==> config.mk <==
export PLATFORM = sky130hd
export DESIGN_NAME = sram_controller
export DESIGN_NICKNAME = d
export VERILOG_FILES = /design/src/rtl/sram_controller.sv
export SDC_FILE = /design/constraint.sdc
export NUM_CORES = 1
export LEC_CHECK = 0
export ABC_AREA = 1
export BUFFER_PORTS_ARGS = -buffer_cell sky130_fd_sc_hd__buf_4
export CORE_MARGIN = 2
export CORE_UTILIZATION = 50
export DETAILED_ROUTE_END_ITERATION = 16
export PLACE_DENSITY = 0.8
export SYNTH_ARGS = -nofsm -noshare
export SYNTH_HDL_FRONTEND = slang
export SYNTH_SLANG_ARGS = --single-unit
==> constraint.sdc <==
create_clock -name clk -period 1.94 [get_ports clk]
set_input_delay 0.388 -clock clk [delete_from_list [all_inputs] [get_ports clk]]
set_output_delay 0.388 -clock clk [all_outputs]
set_load 0.005 [all_outputs]
==> src/rtl/sram_controller.sv <==
// MEM-stage data responder: splits each 32-bit access into two 16-bit SRAM
// accesses of PHASE_CYCLES cycles each, holding ready low until completion.
//
// state | meaning
// IDLE  | waiting for a request; captures address, data and op
// LOW   | accessing the low halfword {word,0}
// HIGH  | accessing the high halfword {word,1}
// DONE  | completion cycle, ready high; held requests are ignored
module sram_controller #(
    parameter int BASE_ADDR    = 1024,
    parameter int SRAM_ADDR_W  = 18,
    parameter int PHASE_CYCLES = 2
) (
    input  logic                   clk,
    input  logic                   rst,
    input  logic [31:0]            alu_res_in,
    input  logic [31:0]            val_rm_in,
    input  logic                   mem_write_enable_in,
    input  logic                   mem_read_enable_in,
    output logic [31:0]            read_data_out,
    output logic                   ready,
    output logic [SRAM_ADDR_W-1:0] sram_addr,
    output logic [15:0]            sram_wdata,
    input  logic [15:0]            sram_rdata,
    output logic                   sram_we_n
);

    localparam int CNT_W  = $clog2(PHASE_CYCLES + 1);
    localparam int WORD_W = SRAM_ADDR_W - 1;

    typedef enum logic [1:0] {IDLE, LOW, HIGH, DONE} state_t;

    state_t             state, state_next;
    logic [CNT_W-1:0]   cnt;
    logic [WORD_W-1:0]  word_in, word_q;
    logic [15:0]        wval_hi_q;
    logic [15:0]        low_q;
    logic               is_write_q;
    logic               req;
    logic               phase_end;

    assign req       = mem_write_enable_in | mem_read_enable_in;
    assign phase_end = (cnt == CNT_W'(PHASE_CYCLES - 1));
    // Out-of-range addresses simply wrap by truncation.
    assign word_in   = WORD_W'((alu_res_in - 32'(BASE_ADDR)) >> 2);
    assign ready     = ((state == IDLE) && !req) || (state == DONE);

    always_ff @(posedge clk) begin
        if (rst) state <= IDLE;
        else     state <= state_next;
    end

    always_comb begin
        state_next = state;
        case (state)
            IDLE:    if (req) state_next = LOW;
            LOW:     if (phase_end) state_next = HIGH;
            HIGH:    if (phase_end) state_next = DONE;
            DONE:    state_next = IDLE;
            default: state_next = IDLE;
        endcase
    end

    always_ff @(posedge clk) begin
        if (rst)
            cnt <= '0;
        else if (((state == LOW) || (state == HIGH)) && !phase_end)
            cnt <= cnt + CNT_W'(1);
        else
            cnt <= '0;
    end

    // SRAM pins are registered so they hold their last values outside LOW/HIGH.
    always_ff @(posedge clk) begin
        if (rst) begin
            word_q        <= '0;
            wval_hi_q     <= '0;
            is_write_q    <= 1'b0;
            low_q         <= '0;
            read_data_out <= '0;
            sram_addr     <= '0;
            sram_wdata    <= '0;
            sram_we_n     <= 1'b1;
        end else begin
            case (state)
                IDLE: if (req) begin
                    word_q     <= word_in;
                    wval_hi_q  <= val_rm_in[31:16];
                    is_write_q <= mem_write_enable_in;
                    sram_addr  <= {word_in, 1'b0};
                    sram_we_n  <= ~mem_write_enable_in;
                    if (mem_write_enable_in) sram_wdata <= val_rm_in[15:0];
                end
                LOW: if (phase_end) begin
                    sram_addr <= {word_q, 1'b1};
                    if (is_write_q) sram_wdata <= wval_hi_q;
                    else            low_q      <= sram_rdata;
                end
                HIGH: if (phase_end) begin
                    sram_we_n <= 1'b1;
                    if (!is_write_q) read_data_out <= {sram_rdata, low_q};
                end
                default: ;
            endcase
        end
    end

endmodule

After elaboration in Yosys (flattened, before gate mapping) --
Cells that the tools add are included.
Storage, ports and cells: bits in read-only memories 0, memories 0, bits in latches 0, bits of input ports 84, output and inout port bits 68, bits in registers 121, bits in writable memories 0, logic and storage cells 57
Cells by class: bitwise logic cells 4, shift-type cells 0, $lt $le $gt $ge 0, equality and inequality tests 9, muxes and demuxes 15, $mul 0, div/mod/pow operators 0, reduce and logical (&&, ||, !) cells 17, add/sub/neg operators 2
Operators with widths (count):
- 16-bit 2-to-1 mux | 4
- 18-bit 2-to-1 mux | 2
- 18-bit one-hot mux with 2 select lines | 1
- 16-bit one-hot mux with 2 select lines | 1
- 19-bit by 11-bit subtractor with 19-bit output (second input constant) | 1
- 3-bit AND reduction | 5
- 2-bit != test (second input constant) | 5
- 2-bit one-hot mux with 4 select lines | 1
- 2-bit 2-to-1 mux | 3
- 5-bit AND reduction | 1
- 2-bit by 1-bit equality test with 1-bit output (second input constant) | 2
- 2-bit equality test (second input constant) | 2
- 2-bit nonzero test | 2
- 1-bit NOT | 3
- 2-bit by 1-bit adder with 2-bit output (second input constant) | 1
- 1-bit logical AND | 2
- 1-bit logical NOT | 2
- 2-bit logical NOT | 1
- 1-bit logical OR | 2
- 1-bit 2-to-1 mux | 2
- 1-bit one-hot mux with 2 select lines | 1
- 2-bit AND reduction | 1
- 2-bit OR reduction | 1
- 1-bit OR | 1

Longest topological paths before layout --
Gate-level depths: netlist of run 1.
depth in word-level cells 5, depth in mapped cells 12, depth with buffers taken out 10

Least setup slack after synthesis of run 1 --
Ideal clock, no wire load.
kind register to output, start point register state[0], end point output ready, required time 1.552 ns, arrival time 1.134 ns, path slack 0.418 ns, buffers on the path 0, cell stages (with the launch flop) 6, path through dfxtp_1 > inv_1 > ha_1 > nand2_1 > inv_1 > or2_2
On the way: word-level cells in the longest chain between the ends 3, elaborated cells between the ends (all ways) 4, classes of those cells eq/ne: 1; reduce/logical: 3
Ends and longest elaborated chain:
- from (decl) | RTL line 33 | state_t state, state_next;
- from (signal assigned) | RTL line 50 | else state <= state_next;
- 2-bit logical NOT | RTL line 46 | assign ready = ((state == IDLE) && !req) || (state == DONE);
- 1-bit logical AND | RTL line 46
- 1-bit logical OR * | RTL line 46
- to (decl) | RTL line 21 | output logic ready,
Mark *: on every way between the ends. The rest lies on a longest branch, timed or not.

Worst setup path after layout of run 1 --
start point register state[1], end point output ready
The elaborated chain is that of the path after synthesis.

==> results.md, run 1 <==
- Routed vias/inst: between 4 and 5
- Main combinational cell family by area after synthesis: compound AO/OA/AOI/OAI gates
- Worst-path clk slew: about 50 ps
- Core Area: 9680 sq um
- Post-synthesis mux area share: 0.0424
- Count leader, synth: dfxtp_1
- EDFF count, synth: 0
- Crit Path Class: reg -> out
- Antenna diode count: 0
- Synth Area in XOR/XNOR: 0.00177
- Syn_nets: 740
- Post-synthesis simple-gate area fraction: 0.167
- Pin count of the biggest net entering global routing: 65
- Effective utilization at floorplan: 0.512
- Final nets: 873
- Slew HR: 0.724
- Max Freq: ~530 MHz
- Crit-path max FO: 4
- Hold Vio Cnt, Final: 0
- Tmin final: about 1900 ps
- Status: finished clean
- Die Ht: 104 um
- Ports: 152
- Area leader, netlist: dfxtp_1
- Fin. max-slew vios: 0
- Post-synth top area share: 0.488
- Worst-Skew Late Latency: 510 ps
- Num CTS Buffers: 17
- Crit start category: flop
- Synth top area cells: dfxtp_1 (49%), o21ai_0 (9.3%), nor2_1 (8.9%)
- Adder-Cell Fraction of Synth Area: 0.0177
- Footprint of the multi-input gates: between 2000 and 2500 sq um
- Sink Count: 121
- Crit. Startpoint: state[1]
- Area growth syn-to-layout: 35.9%
- Die area: 10700 sq um
- WP data arrival: roughly 1500 ps
- Via count: approximately 4600
- Cell variety after synth: 29
- Compound-Gate Fraction of Synth Area: 0.184
- Final HPWL from detailed placement: roughly 8100 um
- Worst r2r src: state[1]
- Unrepaired setup endpoints after global routing: true
- CTS root buf: clkbuf_8
- Leading cell types by count after synthesis: dfxtp_1 (121), nor2_1 (117), o21ai_0 (92)
- Ys async rst share: 0
- Period utilization: 0.977
- Drt drc: 0
- IO buf count: 136
- Die width: 104 um
- Place WS: 149 ps
- Share of cells above drive strength 1: 0.261
- Initial antenna violation count: 0
- DR iter-0 viols: 205
- Peak supply drop: 0.000771 V
- Clock buffer depth: 2
- Seq/Total Area, Yosys: 0.488
- R2R Setup Slk: 110 ps
- Length of the first detailed-routing pass in iterations: 4
- First-pass GRT wire length: 20300 um
- Final setup fails: 0
- Seq cells post-synth: roughly 120
- Pleak: 3.04 nW
- Drt wl/cell: between 10 and 15 um
- Number of synthesis warnings: 0
- Final WL: ~12000 um
- Number of global-route vias before repair: approximately 4400
- Reg area: 2420 sq um
- Total gr overflow: 0
- GPL Wtd Cong: between 0.8 and 0.9
- Syn Std Cell Area: 4960 sq um
- H-tree depth: 4
- TritonCTS clock tree: done
- Final hold slack: 75.0 ps
- Max-Cap Viols: 0
- Worst-margin pin slew: 414 ps
- Gr usage total: 0.232
- Final Worst Setup Slack: 45.0 ps
- Post-route ant nets: 0
- Cts hold-fix bufs: 0
- # rows: 36
- Pwr/cell area: roughly 1500 nW/um^2
- Hold path startpoint: alu_res_in[10]
- Worst Path Required: 1550 ps
- Utilization after layout: 0.696
- Clk_skew: 6.56 ps
- CP endpoint kind: output port
- Hold Path Class: in -> reg
- Synthesized area per cell: 7.64 sq um
- Post-synth top flop: dfxtp_1
- Cells after synthesis: 649
- Setup TNS: 0 ps
- FILL cells: 775
==> report_power, final <==
part / internal [mW] / switching, mW / leakage (nW) / total (mW)
combinational: 1.47 / 1.89 / 1.76 / 3.36
sequential: 3.11 / 0.307 / 0.993 / 3.42
clock: 1.98 / 1.04 / 0.289 / 3.02
total: 6.56 / 3.24 / 3.04 / 9.80
==> timing repair <==
action	CTS	global route
buffers inserted	5	2
pin swaps	1	0
hold endpoints to repair	0	0
setup endpoints to repair	1	1
cloned	0	0
gates resized for setup	11	1
==> registers in the layout, indices dropped and copies added, names as in the netlist <==
register / count
state: 2
sram_we_n: 1
cnt: 2
word_q: 17
read_data_out: 32
is_write_q: 1
sram_addr: 18
low_q: 16
wval_hi_q: 16
sram_wdata: 16
==> worst max-delay path, cell delays in order, from the launching register on <==
cell and delay [ps]:
dfxtp_2 330, inv_2 50, ha_4 160, nand2_4 80, inv_2 40, or2_4 220, buf_6 110
==> metal layers <==
layer / vias up / share of wire / global-route usage
met5: - / 0 / 0
met4: 0 / 0.028 / 0.105
met3: 32 / 0.057 / 0.0780
met2: 130 / 0.50 / 0.397
met1: 2070 / 0.42 / 0.261
li1: 2347 / - / -
==> cells by family after synthesis <==
family	after synthesis
multiplexers	21
AO/OA/AOI/OAI	179
buffers and inverters	114
flip-flops	121
XOR/XNOR	1
adder cells (fa/ha/maj)	7
AND/OR/NAND/NOR	206
==> area by class of cell <==
cell class                 count  area share
inverter                      74      0.0416
multi-input combinational    414       0.309
sequential                   121       0.360
timing repair buffer         154       0.180
clock inverter                 8      0.0137
clock buffer                  23      0.0722
tap                          133      0.0247
==> final timing paths <==
check | endpoint | cells past startpoint
min reg2reg | cnt[0] | 1
max | ready | 6
min | word_q[8] | 2
max reg2reg | sram_wdata[10] | 12
==> per-stage QoR <==
step                instance area, sq um  instances  total power [mW]
CTS                                 6720        925              9.83
floorplan                           4960        649              5.58
detailed placement                  6080        889              6.65
global placement                    6080        889              6.51
global route                        6740        927              10.4
finish                              6740        927              9.80
==> cells in the final DEF, fill, tap and decap left out, types with 2 or more instances in the layout <==
master and instances:
a21oi_1 72, buf_12 4, buf_4 149, bufinv_16 2, clkbuf_16 16, clkbuf_8 6
clkinv_2 5, dfxtp_1 119, dfxtp_2 2, ha_1 4, ha_2 2, inv_1 66
inv_2 7, mux2i_1 21, nand2_1 70, nand3_1 9, nor2_1 117, o211ai_1 2
o21ai_0 92, o21ai_1 9, or2_2 2
(Power assumes the default switching activity.)
==> run 2, diff against run 1 <==
--- a/config.mk
+++ b/config.mk
@@ -8,9 +8,9 @@
 export ABC_AREA = 1
 export BUFFER_PORTS_ARGS = -buffer_cell sky130_fd_sc_hd__buf_4
 export CORE_MARGIN = 2
-export CORE_UTILIZATION = 50
+export CORE_UTILIZATION = 51
 export DETAILED_ROUTE_END_ITERATION = 16
-export PLACE_DENSITY = 0.8
+export PLACE_DENSITY = 0.81
 export SYNTH_ARGS = -nofsm -noshare
 export SYNTH_HDL_FRONTEND = slang
 export SYNTH_SLANG_ARGS = --single-unit
==> run 2 against run 1 <==
Compared with the run above:
- combinational power is 2% lower
- via count is 0.13% lower
- design area is 0.93% lower
- setup slack worse by 16 ps
- register-to-register slack better by 50 ps
- first-iteration DRC count is 22% lower
- global-route usage is 0.061 points lower
- wire length is 1.5% lower
- non-clock buffer count is 3 lower
- final cell count is 0.65% lower
==> results.md, run 2 (same netlist as run 1, synthesis figures left out) <==
- Status: finished clean (unchanged)
- Clock buffer depth: 2 (unchanged)
- Placed Area: 6060 sq um (was 6080 sq um)
- Length of the first detailed-routing pass in iterations: 6 (was 4)
- DR iter-0 viols: 160 (was 205)
- Die area: 10500 sq um (was 10700 sq um)
- H-tree depth: 4 (unchanged)
- Pleak: 3.00 nW (was 3.04 nW)
- Via count: 4573 (was 4579)
- Top reg by flops: read_data_out (unchanged)
- Pwr/cell area: 1430 nW/um^2 (was 1450 nW/um^2)
- Sink Count: 121 (unchanged)
- Initial antenna violation count: 0 (unchanged)
- Worst-path clk slew: 60 ps (was 50 ps)
- FILL cells: 716 (was 775)
- Drt wl/cell: 13.0 um (was 13.2 um)
- Max-Cap Viols: 0 (unchanged)
- Biggest regs: read_data_out (32), sram_addr (18), word_q (17) (unchanged)
- Routed vias/inst: 4.97 (was 4.94)
- Final HPWL from detailed placement: 8120 um (was 8130 um)
- Final nets: 870 (was 873)
- Final setup fails: 0 (unchanged)
- # rows: 35 (was 36)
- Most common cell after layout, fill and taps aside: buf_4 (unchanged)
- Gr usage total: 0.231 (was 0.232)
- Core Area: 9330 sq um (was 9680 sq um)
- Worst-Skew Late Latency: 510 ps (about the same)
- Worst-margin pin slew: 518 ps (was 414 ps)
- GPL Wtd Cong: 0.822 (was 0.804)
- Antenna diode count: 0 (unchanged)
- Hold Vio Cnt, Final: 0 (unchanged)
- Slew HR: 0.655 (was 0.724)
- Period utilization: 0.985 (was 0.977)
- TritonCTS clock tree: done (unchanged)
- Die Ht: 103 um (was 104 um)
- Leading cell types in the layout, fill and taps excluded: buf_4 (147), dfxtp_1 (119), nor2_1 (117) (was buf_4 (149), dfxtp_1 (119), nor2_1 (117))
- Post-route ant nets: 0 (unchanged)
- CP endpoint kind: output port (unchanged)
- Worst Path Required: 1550 ps (about the same)
- First-pass GRT wire length: 19200 um (was 20300 um)
- Clk_skew: 9.30 ps (was 6.56 ps)
- Area growth syn-to-layout: 34.6% (was 35.9%)
- Max FFs per register: 32 (unchanged)
- Design area: 6680 sq um (was 6740 sq um)
- Hold Path Class: in -> reg (unchanged)
- Crit-path max FO: 3 (was 4)
- Tmin final: 1910 ps (was 1890 ps)
- Crit start category: flop (unchanged)
- Effective utilization at floorplan: 0.532 (was 0.512)
- Peak supply drop: 0.000835 V (was 0.000771 V)
- Die width: 103 um (was 104 um)
- Num CTS Buffers: 17 (unchanged)
- Max Freq: 523 MHz (was 528 MHz)
- Pin count of the biggest net entering global routing: 65 (unchanged)
- Unrepaired setup endpoints after global routing: true (unchanged)
- Final hold slack: 76.4 ps (was 75.0 ps)
- CTS root buf: clkbuf_8 (unchanged)
- Total gr overflow: 0 (unchanged)
- IO buf count: 136 (unchanged)
- Drt drc: 0 (unchanged)
- Ports: 152 (unchanged)
- Share of cells above drive strength 1: 0.259 (was 0.261)
- Crit Path Class: reg -> out (unchanged)
- WP data arrival: 1520 ps (was 1510 ps)
- Number of global-route vias before repair: 4248 (was 4421)
- Fin. max-slew vios: 0 (unchanged)
- Final WL: 12000 um (was 12200 um)
## run 2: worst paths after layout
path / from / to / slack, ps / depth (start not counted)
max: state[1] / ready / 30 / 6
min: alu_res_in[10] / word_q[8] / 80 / 2
max reg2reg: state[0] / wval_hi_q[15] / 160 / 8
min reg2reg: cnt[0] / cnt[0] / 430 / 1
## run 2: area by class of cell
class                      count  area [sq um]  share of cell area
inverter                      74           283              0.0423
clock inverter                13           120              0.0180
sequential                   121          2430               0.364
clock buffer                  19           432              0.0646
multi-input combinational    414          2080               0.311
timing repair buffer         151          1170               0.176
tap                          129           161              0.0242
## run 2: routing by layer
layer	GRT usage	routed length, um	share of wire	vias to the layer above
met4	0.105	278	0.023	0
met2	0.389	6000	0.50	132
met3	0.0631	670	0.056	26
met1	0.276	5070	0.42	2067
li1	-	-	-	2348
met5	0	0	0	-
## run 2: through the flow
stage / std cells / total power [mW] / util / TNS, ps / setup WS (ps)
2_1_floorplan: 649 / 5.58 / - / 0 / 418
3_3_place_gp: 885 / 6.46 / 0.650 / 0 / 191
3_5_place_dp: 885 / 6.60 / 0.650 / 0 / 87.0
4_1_cts: 921 / 9.61 / 0.715 / 0 / 0.398
5_1_grt: 921 / 10.2 / 0.716 / -29.6 / -29.6
6_report: 921 / 9.58 / 0.716 / 0 / 29.3
## run 2: power breakdown
part	switching (mW)	total [mW]	internal, mW
clock network	1.13	2.87	1.74
logic	1.86	3.28	1.42
registers	0.317	3.43	3.11
total	3.31	9.58	6.27
## run 2: timing repair
action                                  in CTS  in global routing
cloned                                       0                  0
pin swaps                                    1                  1
gates resized for setup                     11                  3
hold buffers                                 0                  0
endpoints found under the setup margin       1                  1
setup buffers                                4                  0
## run 2: worst max-delay path, stage by stage, from the launching register on
cell	delay, ps
dfxtp_2	350
inv_4	50
ha_4	170
nand2_4	70
inv_2	40
or2_4	230
buf_6	110
